<file path="src/rtl/fifo_arb_pkg.sv">
// Shared types and helpers for the FIFO write arbiter.
// Optional statistics counters are enabled by defining ARB_STATS_EN.
package fifo_arb_pkg;

    typedef enum logic [0:0] {
        IDLE  = 1'b0,
        BURST = 1'b1
    } arb_state_e;

    localparam int STAT_WIDTH = 16;
    localparam int RR_MAX     = 8;

    // Returns {found, index}: first set bit of vec at or above ptr, wrapping at n.
    function automatic logic [3:0] rr_search(
        input logic [RR_MAX-1:0] vec,
        input logic [2:0]        ptr,
        input int                n
    );
        logic [3:0] res;
        int         idx;
        res = '0;
        for (int i = RR_MAX - 1; i >= 0; i--) begin
            idx = (int'(ptr) + i) % n;
            if (i < n && vec[idx[2:0]]) begin
                res = {1'b1, idx[2:0]};
            end
        end
        return res;
    endfunction

endpackage

</file>
<file path="src/rtl/fifo_wr_arbiter_rr_pick.sv">
// Combinational round-robin pick of the first requester at or after a pointer.
// Used by fifo_wr_arbiter (ARB_STATS_EN has no effect here).
module rr_pick
    import fifo_arb_pkg::*;
#(
    parameter int N  = 4,
    parameter int IW = $clog2(N)
) (
    input  logic [N-1:0]  vec_i,
    input  logic [IW-1:0] ptr_i,
    output logic [IW-1:0] idx_o,
    output logic          found_o
);

    logic [3:0] res;

    always_comb begin
        res     = rr_search(RR_MAX'(vec_i), 3'(ptr_i), N);
        idx_o   = IW'(res[2:0]);
        found_o = res[3];
    end

endmodule

</file>
<file path="src/rtl/fifo_wr_arbiter.sv">
// Round-robin burst arbiter sharing one FIFO write port among NUM_REQ producers.
// Define ARB_STATS_EN to add stall_cnt/grant_cnt statistics outputs.
module fifo_wr_arbiter
    import fifo_arb_pkg::*;
#(
    parameter int NUM_REQ    = 4,
    parameter int DATA_WIDTH = 10,
    parameter int MAX_BURST  = 4,
    localparam int ID_WIDTH  = $clog2(NUM_REQ),
    localparam int BW        = $clog2(MAX_BURST + 1)
) (
    input  logic                          clk,
    input  logic                          reset,
    input  logic [NUM_REQ-1:0]            req_valid,
    input  logic [NUM_REQ-1:0]            req_last,
    input  logic [NUM_REQ*DATA_WIDTH-1:0] req_data,
    output logic [NUM_REQ-1:0]            req_ready,
    input  logic                          fifo_full,
    output logic                          fifo_w_enable,
    output logic [DATA_WIDTH-1:0]         fifo_wr_data,
    output logic [ID_WIDTH-1:0]           grant_id,
`ifdef ARB_STATS_EN
    output logic [STAT_WIDTH-1:0]         stall_cnt,
    output logic [STAT_WIDTH-1:0]         grant_cnt,
`endif
    output logic                          busy
);

    arb_state_e          state_q, state_d;
    logic [ID_WIDTH-1:0] grant_id_q, grant_id_d;
    logic [ID_WIDTH-1:0] rr_ptr_q, rr_ptr_d;
    logic [BW-1:0]       beat_cnt_q, beat_cnt_d;
    logic [ID_WIDTH-1:0] pick_idx, next_ptr;
    logic                pick_found;
    logic                in_burst, can_take, gnt_valid, gnt_last;
    logic                xfer, burst_end;
    logic [DATA_WIDTH-1:0] gnt_data;

    rr_pick #(
        .N  (NUM_REQ),
        .IW (ID_WIDTH)
    ) u_pick (
        .vec_i   (req_valid),
        .ptr_i   (rr_ptr_q),
        .idx_o   (pick_idx),
        .found_o (pick_found)
    );

    assign in_burst = (state_q == BURST);
    // Reset gates the handshake so nothing is written on the reset cycle.
    assign can_take = in_burst & ~fifo_full & ~reset;

    always_comb begin
        gnt_data  = '0;
        gnt_valid = 1'b0;
        gnt_last  = 1'b0;
        req_ready = '0;
        for (int i = 0; i < NUM_REQ; i++) begin
            if (grant_id_q == ID_WIDTH'(i)) begin
                gnt_data     = req_data[i*DATA_WIDTH +: DATA_WIDTH];
                gnt_valid    = req_valid[i];
                gnt_last     = req_last[i];
                req_ready[i] = can_take;
            end
        end
    end

    assign xfer      = can_take & gnt_valid;
    assign burst_end = ~gnt_valid
                     | (xfer & (gnt_last
                     | ((beat_cnt_q + BW'(1)) == BW'(MAX_BURST))));
    assign next_ptr  = (grant_id_q == ID_WIDTH'(NUM_REQ - 1))
                     ? '0 : grant_id_q + 1'b1;

    always_comb begin
        state_d    = state_q;
        grant_id_d = grant_id_q;
        rr_ptr_d   = rr_ptr_q;
        beat_cnt_d = beat_cnt_q;
        unique case (state_q)
            IDLE: begin
                if (pick_found) begin
                    state_d    = BURST;
                    grant_id_d = pick_idx;
                    beat_cnt_d = '0;
                end
            end
            BURST: begin
                if (xfer) begin
                    beat_cnt_d = beat_cnt_q + BW'(1);
                end
                if (burst_end) begin
                    state_d    = IDLE;
                    beat_cnt_d = '0;
                    rr_ptr_d   = next_ptr;
                end
            end
            default: state_d = IDLE;
        endcase
    end

    always_ff @(posedge clk) begin
        if (reset) begin
            state_q    <= IDLE;
            grant_id_q <= '0;
            rr_ptr_q   <= '0;
            beat_cnt_q <= '0;
        end else begin
            state_q    <= state_d;
            grant_id_q <= grant_id_d;
            rr_ptr_q   <= rr_ptr_d;
            beat_cnt_q <= beat_cnt_d;
        end
    end

    assign busy          = in_burst;
    assign grant_id      = grant_id_q;
    assign fifo_w_enable = xfer;
    assign fifo_wr_data  = in_burst ? gnt_data : '0;

`ifdef ARB_STATS_EN
    logic [STAT_WIDTH-1:0] stall_q, grant_q;

    always_ff @(posedge clk) begin
        if (reset) begin
            stall_q <= '0;
            grant_q <= '0;
        end else begin
            if (in_burst && gnt_valid && fifo_full && stall_q != '1) begin
                stall_q <= stall_q + 1'b1;
            end
            if (!in_burst && pick_found && grant_q != '1) begin
                grant_q <= grant_q + 1'b1;
            end
        end
    end

    assign stall_cnt = stall_q;
    assign grant_cnt = grant_q;
`endif

endmodule
</file>
<file path="config.mk">
export PLATFORM = sky130hd
export DESIGN_NAME = fifo_wr_arbiter
export DESIGN_NICKNAME = d
export VERILOG_FILES = /design/src/rtl/fifo_arb_pkg.sv /design/src/rtl/fifo_wr_arbiter_rr_pick.sv /design/src/rtl/fifo_wr_arbiter.sv
export SDC_FILE = /design/constraint.sdc
export NUM_CORES = 1
export LEC_CHECK = 0
export ABC_AREA = 1
export BUFFER_PORTS_ARGS = -buffer_cell sky130_fd_sc_hd__buf_2
export CORE_MARGIN = 3
export CORE_UTILIZATION = 47
export CTS_CLUSTER_DIAMETER = 50
export DETAILED_ROUTE_END_ITERATION = 10
export HOLD_SLACK_MARGIN = 0.06
export PLACE_DENSITY = 0.85
export REMOVE_ABC_BUFFERS = 1
export SETUP_SLACK_MARGIN = 0.3
export SYNTH_ARGS = -nofsm -noshare
export SYNTH_HDL_FRONTEND = slang
export SYNTH_HIERARCHICAL = 1
export SYNTH_SLANG_ARGS = --single-unit
</file>
<file path="constraint.sdc">
create_clock -name clk -period 3.3 [get_ports clk]
set_input_delay 0.825 -clock clk [delete_from_list [all_inputs] [get_ports clk]]
set_output_delay 0.825 -clock clk [all_outputs]
set_load 0.05 [all_outputs]
</file>
======== After elaboration in Yosys (flattened, before gate mapping) ========
Cells that the tools add are included.
operators by class
  bitwise gates (word level) .............. 13
  div/mod/pow operators ................... 0
  $mul .................................... 0
  shifts and indexed selects .............. 0
  equal/unequal tests ..................... 6
  order comparisons ....................... 4
  reductions and logical operators ........ 7
  muxes and demuxes ....................... 37
  add/subtract/negate cells ............... 5
operator list
  operator                                               count
  two-way mux 10 bit                                     5
  two-way mux 1 bit                                      18
  two-way mux 4 bit                                      4
  < comparator 3 x 4 -> 1 bit, second input constant     3
  binary-select mux 1 bit (select 3 bit)                 3
  two-way mux 3 bit                                      3
  one-hot mux 3 bit (2 select lines)                     1
  AND reduction 2 bit                                    3
  OR reduction 2 bit                                     3
  adder 2 x 1 -> 2 bit, second input constant            2
  adder 2 bit, second input constant                     2
  bitwise AND 1 bit                                      4
  == test 2 bit, second input constant                   2
  < comparator 2 x 4 -> 1 bit, second input constant     1
  inverter 1 bit                                         4
  adder 3 x 1 -> 3 bit, second input constant            1
  bitwise AND 1 bit, first input constant                3
  == test 3 bit, second input constant                   1
  inequality test 3 x 1 -> 1 bit, second input constant  1
  binary-select mux 1 bit (select 2 bit)                 1
  == test 2 x 1 -> 1 bit, second input constant          1
  logical NOT 2 bit                                      1
  two-way mux 2 bit                                      1
  inequality test 2 x 1 -> 1 bit, second input constant  1
  2 further kinds                                        3
word-level totals
  output and inout bits ................... 18
  logic and storage cells ................. 76
  memories kept ........................... 0
  input port bits ......................... 51
  bits in latches ......................... 0
  memory bits (read-only) ................. 0
  register bits ........................... 8
  RAM bits ................................ 0

======== Longest topological paths before layout ========
Gate-level depths: netlist (run 1).
  word-level depth ........................ 11
  gate-level depth with buffers ........... 16
  mapped depth without buffers ............ 15

======== Modules after synthesis ========
Netlist (run 1), hierarchy kept.
by module, submodules not included
  module           seq. area each (µm²)  cells each  times used  area an instance (µm²)
  fifo_wr_arbiter  160.2                 163         1           947.2
  rr_pick          0.0                   50          1           235.2

======== Worst setup path after synthesis (run 1) ========
Ideal clock, no wire load.
  path type ............................... register -> output
  from .................................... reg grant_id_q[1] (netlist: grant_id[1])
  to ...................................... out fifo_wr_data[0]
  stages on the path, launching flop included .. 9
  path buffers ............................ 1
  data required time ...................... 2475 ps
  data arrival time ....................... 2320 ps
  setup slack ............................. 155 ps
  cell sequence ........................... dfxtp_1 > inv_1 > ha_1 > inv_2 > buf_2 > nor2_1 > o21ai_0 > o21ai_0 > a21oi_1
between the ends
  word-level cells in the longest chain between the ends .. 6
  elaborated cells between the ends (all ways) .. 9
  classes of those cells .................. eq/ne: 3; mux: 5; reduce/logical: 1
RTL lines
  what                              line                    text
  from (decl)                       fifo_wr_arbiter.sv:30   logic [ID_WIDTH-1:0] grant_id_q, grant_id_d;
  from (signal assigned)            fifo_wr_arbiter.sv:110  grant_id_q <= grant_id_d;
  logical NOT 2 bit                 fifo_wr_arbiter.sv:59   if (grant_id_q == ID_WIDTH'(i)) begin
  two-way mux 10 bit (3 in series)  fifo_wr_arbiter.sv:59
  two-way mux 10 bit *              fifo_wr_arbiter.sv:59
  two-way mux 10 bit *              fifo_wr_arbiter.sv:119  assign fifo_wr_data = in_burst ? gnt_data : '0;
  to (decl)                         fifo_wr_arbiter.sv:20   output logic [DATA_WIDTH-1:0] fifo_wr_data,
Every way passes the cells marked *; elsewhere a longest branch is shown, timed or not.

======== Worst setup path after layout (run 1) ========
  from .................................... reg grant_id_q[0] (netlist: grant_id[0])
  to ...................................... out fifo_w_enable
between the ends
  word-level cells in the longest chain between the ends .. 6
  elaborated cells between the ends (all ways) .. 9
  classes of those cells .................. eq/ne: 3; mux: 4; bitwise: 1; reduce/logical: 1
RTL lines
  what                             line                   text
  logical NOT 2 bit                fifo_wr_arbiter.sv:59
  two-way mux 1 bit (3 in series)  fifo_wr_arbiter.sv:59
  two-way mux 1 bit *              fifo_wr_arbiter.sv:59
  bitwise AND 1 bit *              fifo_wr_arbiter.sv:68  assign xfer = can_take & gnt_valid;
  to (decl)                        fifo_wr_arbiter.sv:19  output logic fifo_w_enable,
Marks and branches as above.

==> impl_metrics.ini, run 1 <==
[grt]
grt_overflow = 0
antenna_found_initial = 0
grt_pass1_wl_mm = 5.520
grt.total_usage_pct = 20.90
grt_max_degree = 24
grt_pass1_vias = 1320

[detailed_routing]
wl_mm = 3.307
dr.pass1.iters = 6
wire_per_inst_um = 10.95
first_iter_violations = 108
drt.antenna.violating_nets = 0
drc = 0
avgViaCountPerCell = 5.056
vias = 1527

[status]
outcome = completed

[cts]
clock_latency_ns = 0.25
ctsHtreeMaxLevel = 1
path_clk_slew_ns = 0.05
cts_tree = done
cts_setup_buffers = 0
numCtsBuffers = 3
clock-sinks = 8
cts_root_buf = clkbuf_4
ctsLongestPathBuffers = 2

[timing]
tightest_slew_ns = 0.6831
max_freq_ghz = 0.3581
maxSlewViolCount = 0
min_period_ns = 2.792
finalClockSkew_ns = 0.002578
final.setup.tns_ns = 0
rsz0062_at_grt = false
holdWs_ns = 0.5428
hold_violations = 0
max_slew_margin_pct = 54.40
finalCritPeriodShare_pct = 84.62
finalSetupViolations = 0

[hold_path]
hold_start = rr_ptr_q[1]$_SDFFE_PP0P_
hp-class = flop to flop

[die]
core_area_um2 = 2297
start_util_pct = 51.47
rows = 17
fp.dieH_um = 56.16
die_w_um = 56.16
io_pins = 69
die_area_um2 = 3153

[place]
portBuffers = 68
place.gp.congestion = 0.8473
post-place-cells = 299
placed_cell_area_um2 = 1501
dp.final_hpwl_mm = 2.656

[power_and_ir_drop]
p_leak_nw = 0.8541
ir_drop_v = 0.0005649
p_per_area_nw_per_um2 = 897.2

[synth]
ys_seq_area_share_pct = 13.54
synth_cells = 213
async_flop_share_pct = 0
syn_avg_cell_area_um2 = 5.551
synth.cell_area_um2 = 1182
yosysWarningCount = 6
synth_edf_count = 0
synth-seq-cells = 8
yosysUniqueCellTypes = 22
synth_ff_type = dfxtp_1

[worst_setup_path]
path_common_cell = nor2_1
required_ns = 2.47
crit_type = flop to output pin
cp-start-kind = flop
path_delay_family = buffers and inverters
end_kind = output pin
path_buf_inv = 3
crit_chain = inv_1, ha_1, inv_2, nor2_1, nor2_1, nand2_2, a21oi_1, buf_2
crit_path_top_delay_cell = dfxtp_1
crit_fanout = 23
worstPathArrival_ns = 1.97
slowest_delay_ns = 0.40
crit_start = grant_id[0]$_SDFFE_PP0P_
r2r-start = rr_ptr_q[0]$_SDFFE_PP0P_

[flow_run]
max-cap-violations = 0

[layout]
final_nets = 333
instances_no_fill = 302
final_area_um2 = 1531
final_cell_mix = buf_2, nand2_1, o21ai_0, nor2_1, a21oi_1
drive_gt1_share_pct = 35.40
fill_cells = 231
antennaDiodeCount = 0
syn_to_final_growth_pct = 29.52
layout_commonest_cell = buf_2
-- worst paths after layout --
kind	cells past startpoint	slack, ns	end
setup / recovery	8	0.51	fifo_w_enable
hold / removal	2	0.54	rr_ptr_q[1]$_SDFFE_PP0P_
setup reg to reg	15	1.42	beat_cnt_q[1]$_SDFFE_PP0P_
hold reg to reg	2	0.54	rr_ptr_q[1]$_SDFFE_PP0P_
-- state kept, by name (all words and copies together) (netlist names) --
register	cells
beat_cnt_q	3
grant_id	2
busy	1
rr_ptr_q	2
-- report_power, final --
part | internal (mW) | switching [mW]
clock network | 0.0415 | 0.0320
registers | 0.122 | 0.0620
logic | 0.333 | 0.784
-- per-stage QoR --
stage / worst slack (ns) / utilization (%) / total power [mW]
2_1_floorplan: 0.1332 / - / 1.063
3_3_place_gp: 0.7940 / 65.36 / 1.277
3_5_place_dp: 0.7338 / 65.36 / 1.287
4_1_cts: 0.4564 / 66.34 / 1.365
5_1_grt: 0.3401 / 66.67 / 1.518
6_report: 0.5076 / 66.67 / 1.374
-- layout make-up --
type | instances | area, um^2 | share of cell area [%]
timing repair buffer | 68 | 340.3 | 22.22
tap | 28 | 35.03 | 2.288
multi-input combinational | 171 | 873.3 | 57.03
sequential | 8 | 160.2 | 10.46
clock buffer | 3 | 22.52 | 1.471
inverter | 24 | 100.1 | 6.536
-- worst reg2reg max path: cells and delay by family (launching register included) --
kind	cells	cell delay (ns)
buf+inv	2	0.13
flops	1	0.58
simple gates	13	1.05
-- cell usage after synthesis (3+ instances only) --
| master | number | area share (%) |
|---|---|---|
| nand2_1 | 41 | 13 |
| nor2_1 | 30 | 9.5 |
| a21oi_1 | 28 | 12 |
| clkbuf_1 | 5 | 1.6 |
| ha_1 | 6 | 6.3 |
| dfxtp_1 | 8 | 14 |
| inv_2 | 4 | 1.3 |
| nand2_2 | 11 | 5.8 |
| nand2_4 | 3 | 2.9 |
| buf_2 | 3 | 1.3 |
| o21ai_0 | 32 | 14 |
| inv_1 | 18 | 5.7 |
| nand3_1 | 12 | 5.1 |
-- routing by layer --
layer,up-vias,share of wire (%),track usage (%),routed length [um]
met5,-,0,0,0
met4,0,0.70,5.085,23
met3,4,8.9,4.872,295
met2,54,48,37.40,1579
met1,654,43,24.86,1408
li1,815,-,-,-
-- logic make-up (layout without fill, tap and decap cells) --
group | Yosys count | in the layout | share of synthesized area [%]
adders and majority gates | 6 | 6 | 6.349
AOI/OAI and AO/OA | 61 | 61 | 26.03
buffers and inverters | 34 | 95 | 13.02
and+or+nand+nor | 104 | 104 | 41.06
DFF | 8 | 8 | 13.54
-- timing repair --
| action | 4_1_cts | 5_1_grt |
|---|---|---|
| gates resized for setup | 0 | 3 |
| endpoints found under the setup margin | 0 | 9 |
| hold buffers | 0 | 0 |
(Power assumes the default switching activity.)
==> run 2: changes to the inputs <==
--- a/config.mk
+++ b/config.mk
@@ -8,11 +8,11 @@
 export ABC_AREA = 1
 export BUFFER_PORTS_ARGS = -buffer_cell sky130_fd_sc_hd__buf_2
 export CORE_MARGIN = 3
-export CORE_UTILIZATION = 47
+export CORE_UTILIZATION = 40
 export CTS_CLUSTER_DIAMETER = 50
 export DETAILED_ROUTE_END_ITERATION = 10
 export HOLD_SLACK_MARGIN = 0.06
-export PLACE_DENSITY = 0.85
+export PLACE_DENSITY = 0.77
 export REMOVE_ABC_BUFFERS = 1
 export SETUP_SLACK_MARGIN = 0.3
 export SYNTH_ARGS = -nofsm -noshare
==> constraint.sdc (replaced) <==
create_clock -name clk -period 2.35 [get_ports clk]
set_input_delay 0.5875 -clock clk [delete_from_list [all_inputs] [get_ports clk]]
set_output_delay 0.5875 -clock clk [all_outputs]
set_load 0.05 [all_outputs]
==> run 2 against run 1 <==
Flip-flop and latch count is the same; setup slack got worse by 0.41 ns; critical path depth fell by 2; wire length rose by 21%; final area is 21% higher; cell count rose by 7.9%; clock power increased by 37%; register-to-register slack got worse by 0.86 ns; via count grew 6.5%; hold slack got worse by 0.0087 ns; critical path type unchanged.
==> impl_metrics.ini, run 2 (synthesized netlist as in run 1, its figures left out) <==
[worst_setup_path]
path_delay_family = buffers and inverters
crit_fanout = 7
end_kind = output pin
crit_start = grant_id[1]$_SDFFE_PP0P_
path_common_cell = buf_4
cp-start-kind = flop
crit_path_top_delay_cell = dfxtp_4
crit_type = flop to output pin
r2r_end = rr_ptr_q[0]$_SDFFE_PP0P_
crit_chain = buf_4, ha_4, clkinvlp_4, o21ai_0, a21oi_1, buf_4
worstPathArrival_ns = 1.66
path_buf_inv = 3
r2r-start = grant_id[1]$_SDFFE_PP0P_
required_ns = 1.76
r2r_cells = 14
r2r_slack_ns = 0.56
slowest_delay_ns = 0.38

[grt]
grt_max_degree = 23
grt_overflow = 0
grt_pass1_vias = 1441
grt.total_usage_pct = 20.61
antenna_found_initial = 0
grt_pass1_wl_mm = 5.816

[die]
fp.dieH_um = 60.37
core_area_um2 = 2781
start_util_pct = 42.51
rows = 19
die_area_um2 = 3645
io_pins = 69
die_w_um = 60.37

[timing]
max_freq_ghz = 0.4442
finalClockSkew_ns = 0.0001930
max_slew_margin_pct = 82.93
rsz0062_at_grt = true
worst_slack_ns = 0.09867
final.setup.tns_ns = 0
maxSlewViolCount = 0
finalSetupViolations = 0
tightest_slew_ns = 0.2578
min_period_ns = 2.251
holdWs_ns = 0.5341
finalCritPeriodShare_pct = 95.80
hold_violations = 0

[place]
placed_cell_area_um2 = 1535
portBuffers = 68
post-place-cells = 306
dp.final_hpwl_mm = 2.639
place.gp.congestion = 0.7826
pre_cts_ws_ns = 0.1660

[cts]
clock_latency_ns = 0.25
ctsLongestPathBuffers = 2
clock-sinks = 8
ctsHtreeMaxLevel = 1
ctsHoldBuffers = 0
cts_root_buf = clkbuf_4
path_clk_slew_ns = 0.05
numCtsBuffers = 3
cts_tree = done

[detailed_routing]
drt.antenna.violating_nets = 0
met1_length_mm = 1.571
avgViaCountPerCell = 4.991
wire_per_inst_um = 12.24
first_iter_violations = 95
dr.pass1.iters = 5
wl_mm = 3.991
top_layer = met4
drc = 0
dr_wl_met2_mm = 1.981
vias = 1627
met3WireLength_um = 407

[layout]
instances_no_fill = 326
layout_commonest_cell = buf_2
final_core_util_pct = 66.80
drive_gt1_share_pct = 45.08
final_cell_mix = buf_2, nand2_1, nor2_1, a21oi_1, o21ai_1
final_area_um2 = 1858
largest_register_ffs = 3
antennaDiodeCount = 0
regMostFlops = beat_cnt_q
final_nets = 354
syn_to_final_growth_pct = 57.14

[hold_path]
whs_path_depth = 2
hp-class = flop to flop
whs_endpoint = rr_ptr_q[1]$_SDFFE_PP0P_
hold_start = rr_ptr_q[1]$_SDFFE_PP0P_

[power_and_ir_drop]
clkPwrFrac_pct = 4.1
p_per_area_nw_per_um2 = 1317
combPwrFrac_pct = 85.1
netSwitchingFraction_pct = 57.99
fin_total_pwr_mw = 2.446
p_leak_nw = 0.9583
intPower_mw = 1.028
pwr-share-seq_pct = 10.8
switching_power_mw = 1.419
ir_drop_v = 0.0009482

[flow_run]
max-cap-violations = 0

[status]
outcome = completed
run 2: how the worst max path moves through the flow:
stage	to	slack, ns	cells after the start
after floorplan	fifo_wr_data[0]	-0.58	7
after global placement	fifo_wr_data[2]	0.18	8
after detailed placement	fifo_wr_data[2]	0.17	8
after CTS	fifo_wr_data[1]	0.16	8
after global routing	fifo_wr_data[4]	0.004	8
final	fifo_wr_data[2]	0.1	6
run 2: power by group through the flow:
| stage | clock (mW) | combinational (mW) | sequential (mW) |
|---|---|---|---|
| after floorplan | 0 | 1.18 | 0.314 |
| after global placement | 0 | 1.61 | 0.234 |
| after global routing | 0.115 | 2.28 | 0.271 |
| after detailed placement | 0 | 1.62 | 0.236 |
| after CTS | 0.108 | 1.98 | 0.256 |
| final | 0.101 | 2.08 | 0.264 |
run 2: cell type report:
| cell class | instances | area (um^2) |
|---|---|---|
| clock buffer | 3 | 22.52 |
| timing repair inverter | 4 | 30.03 |
| tap | 31 | 38.79 |
| inverter | 24 | 116.4 |
| timing repair buffer | 85 | 540.5 |
| multi-input combinational | 171 | 940.9 |
| sequential | 8 | 168.9 |
| fill | 243 | 923.4 |
run 2: worst reg2reg max path: cells and delay by family (launching register included):
family	cells	cell delay, ns
buf+inv	4	0.44
compound gates	1	0.11
fa+ha+maj	1	0.18
simple gates	8	0.62
flops	1	0.38
run 2: timing repair:
action | CTS | global route
buffers inserted | 8 | 3
cloned | 6 | 0
pin swaps | 6 | 13
resized for setup | 68 | 15
endpoints found under the setup margin | 14 | 16
run 2: per-layer routing:
layer,track usage [%],up-vias
li1,-,862
met2,39.51,63
met1,22.26,696
met4,7.595,0
met3,3.617,6
met5,0,-
==> run 3: changes to the inputs <==
--- a/config.mk
+++ b/config.mk
@@ -6,13 +6,13 @@
 export NUM_CORES = 1
 export LEC_CHECK = 0
 export ABC_AREA = 1
-export BUFFER_PORTS_ARGS = -buffer_cell sky130_fd_sc_hd__buf_2
 export CORE_MARGIN = 3
-export CORE_UTILIZATION = 40
+export CORE_UTILIZATION = 50
 export CTS_CLUSTER_DIAMETER = 50
 export DETAILED_ROUTE_END_ITERATION = 10
+export DONT_BUFFER_PORTS = 1
 export HOLD_SLACK_MARGIN = 0.06
-export PLACE_DENSITY = 0.77
+export PLACE_DENSITY = 0.68
 export REMOVE_ABC_BUFFERS = 1
 export SETUP_SLACK_MARGIN = 0.3
 export SYNTH_ARGS = -nofsm -noshare
==> run 3 against run 2 <==
First-iteration DRC count grew to 2.5 times the previous value; global-route usage up 15 points; sequential power is 10% higher; total power is 37% higher; largest power group unchanged; count of clock-buffer cells in the layout unchanged; flip-flop and latch count unchanged; clock power increased by 13%; highest routed layer unchanged; register-to-register slack worse by 0.30 ns; cell count fell by 16%; the run now ends with setup timing left.
==> impl_metrics.ini, run 3 (synthesized netlist as in run 1, its figures left out) <==
[status]
outcome = finished with violations
violations = setup timing

[layout]
syn_to_final_growth_pct = 68.57
instances_no_fill = 274
largest_register_ffs = 3
final_cell_mix = nand2_1, nor2_1, o21ai_2, buf_4, inv_1
layout_commonest_cell = nand2_1
fill_cells = 63
antennaDiodeCount = 0
final_nets = 306
drive_gt1_share_pct = 48.58
final_core_util_pct = 94.82
regMostFlops = beat_cnt_q

[timing]
worst_slack_ns = -0.02977
finalCritPeriodShare_pct = 101.3
finalClockSkew_ns = 0.005432
max_freq_ghz = 0.4202
hold_violations = 0
tightest_slew_ns = 0.3288
max_slew_margin_pct = 77.85
maxSlewViolCount = 0
holdWs_ns = 0.3797
rsz0062_at_grt = true
min_period_ns = 2.380
finalSetupViolations = 1

[cts]
ctsLongestPathBuffers = 2
ctsHoldBuffers = 0
cts_tree = done
path_clk_slew_ns = 0.06
clock-sinks = 8
ctsHtreeMaxLevel = 1
numCtsBuffers = 3
cts_root_buf = clkbuf_4
clock_latency_ns = 0.26

[worst_setup_path]
crit_type = flop to output pin
end_kind = output pin
cp-start-kind = flop
worstPathArrival_ns = 1.79
r2r_cells = 14
crit_fanout = 7
required_ns = 1.76

[die]
io_pins = 69
start_util_pct = 56.25
die_area_um2 = 2984
fp.dieH_um = 54.63
core_area_um2 = 2102
die_w_um = 54.63
rows = 16

[power_and_ir_drop]
p_leak_nw = 0.8960
p_per_area_nw_per_um2 = 1686
fin_total_pwr_mw = 3.361
ir_drop_v = 0.001198

[detailed_routing]
first_iter_violations = 241
dr.pass1.iters = 8
drt.antenna.violating_nets = 0
drc = 0
dr_wl_met2_mm = 3.250
met3WireLength_mm = 1.160
met1_length_mm = 2.353
wire_per_inst_um = 26.85
avgViaCountPerCell = 7.208
top_layer = met4
vias = 1975
wl_mm = 7.356

[grt]
grt.total_usage_pct = 35.12
grt_pass1_vias = 1589
grt_overflow = 0
grt_pass1_wl_mm = 7.362
antenna_found_initial = 0
grt_max_degree = 14

[place]
post-place-cells = 254
portBuffers = 0
dp.final_hpwl_mm = 2.582
place.gp.congestion = 0.7781

[flow_run]
max-cap-violations = 0

[hold_path]
hp-class = primary input to flop
whs_path_depth = 1
## run 3: path summary, 6_finish.rpt
check,startpoint,slack (ns),endpoint
max reg2reg,rr_ptr_q[1]$_SDFFE_PP0P_,0.26,beat_cnt_q[0]$_SDFFE_PP0P_
max,grant_id[1]$_SDFFE_PP0P_,-0.03,fifo_wr_data[8]
min,reset,0.38,rr_ptr_q[0]$_SDFFE_PP0P_
min reg2reg,rr_ptr_q[1]$_SDFFE_PP0P_,0.58,rr_ptr_q[1]$_SDFFE_PP0P_
## run 3: power breakdown
part	internal (mW)	switching (mW)	total [mW]
Clock	0.0590	0.0548	0.114
Combinational	1.11	1.84	2.96
Sequential	0.184	0.107	0.291
Total	1.36	2.00	3.36
## run 3: layout make-up
type,instances,area (um^2),area share (%)
inverter,24,127.6,6.403
clock buffer,3,22.52,1.130
timing repair buffer,41,501.7,25.17
sequential,8,170.2,8.537
multi-input combinational,171,1137,57.06
tap,27,33.78,1.695
## run 3: per-layer routing
| layer | GRT usage (%) | vias up |
|---|---|---|
| met3 | 6.540 | 84 |
| li1 | - | 766 |
| met5 | 0 | - |
| met2 | 61.81 | 264 |
| met1 | 37.21 | 861 |
| met4 | 24.07 | 0 |
## run 3: critical path, stage by stage, from the launching register on
cell     delay [ns]
dfxtp_4        0.37
inv_6          0.08
ha_4           0.21
buf_8          0.16
a21oi_4        0.05
o21ai_4        0.19
o21ai_2        0.10
a21oi_2        0.18
buf_6          0.18
## run 3: timing repair
action	CTS	global route
pin swaps	10	20
endpoints found under the setup margin	15	16
gates resized for setup	81	56
buffers inserted	9	3
gates cloned	3	2
## run 3: metrics by stage
stage | TNS, ns | cell area (um^2) | setup WS (ns)
finish | -0.02977 | 1993 | -0.02977
global route | -0.3248 | 1993 | -0.1656
CTS | 0 | 1740 | 0.1569
detailed placement | 0 | 1340 | 0.2232
global placement | 0 | 1340 | 0.2705
floorplan | -6.720 | 1126 | -0.5793
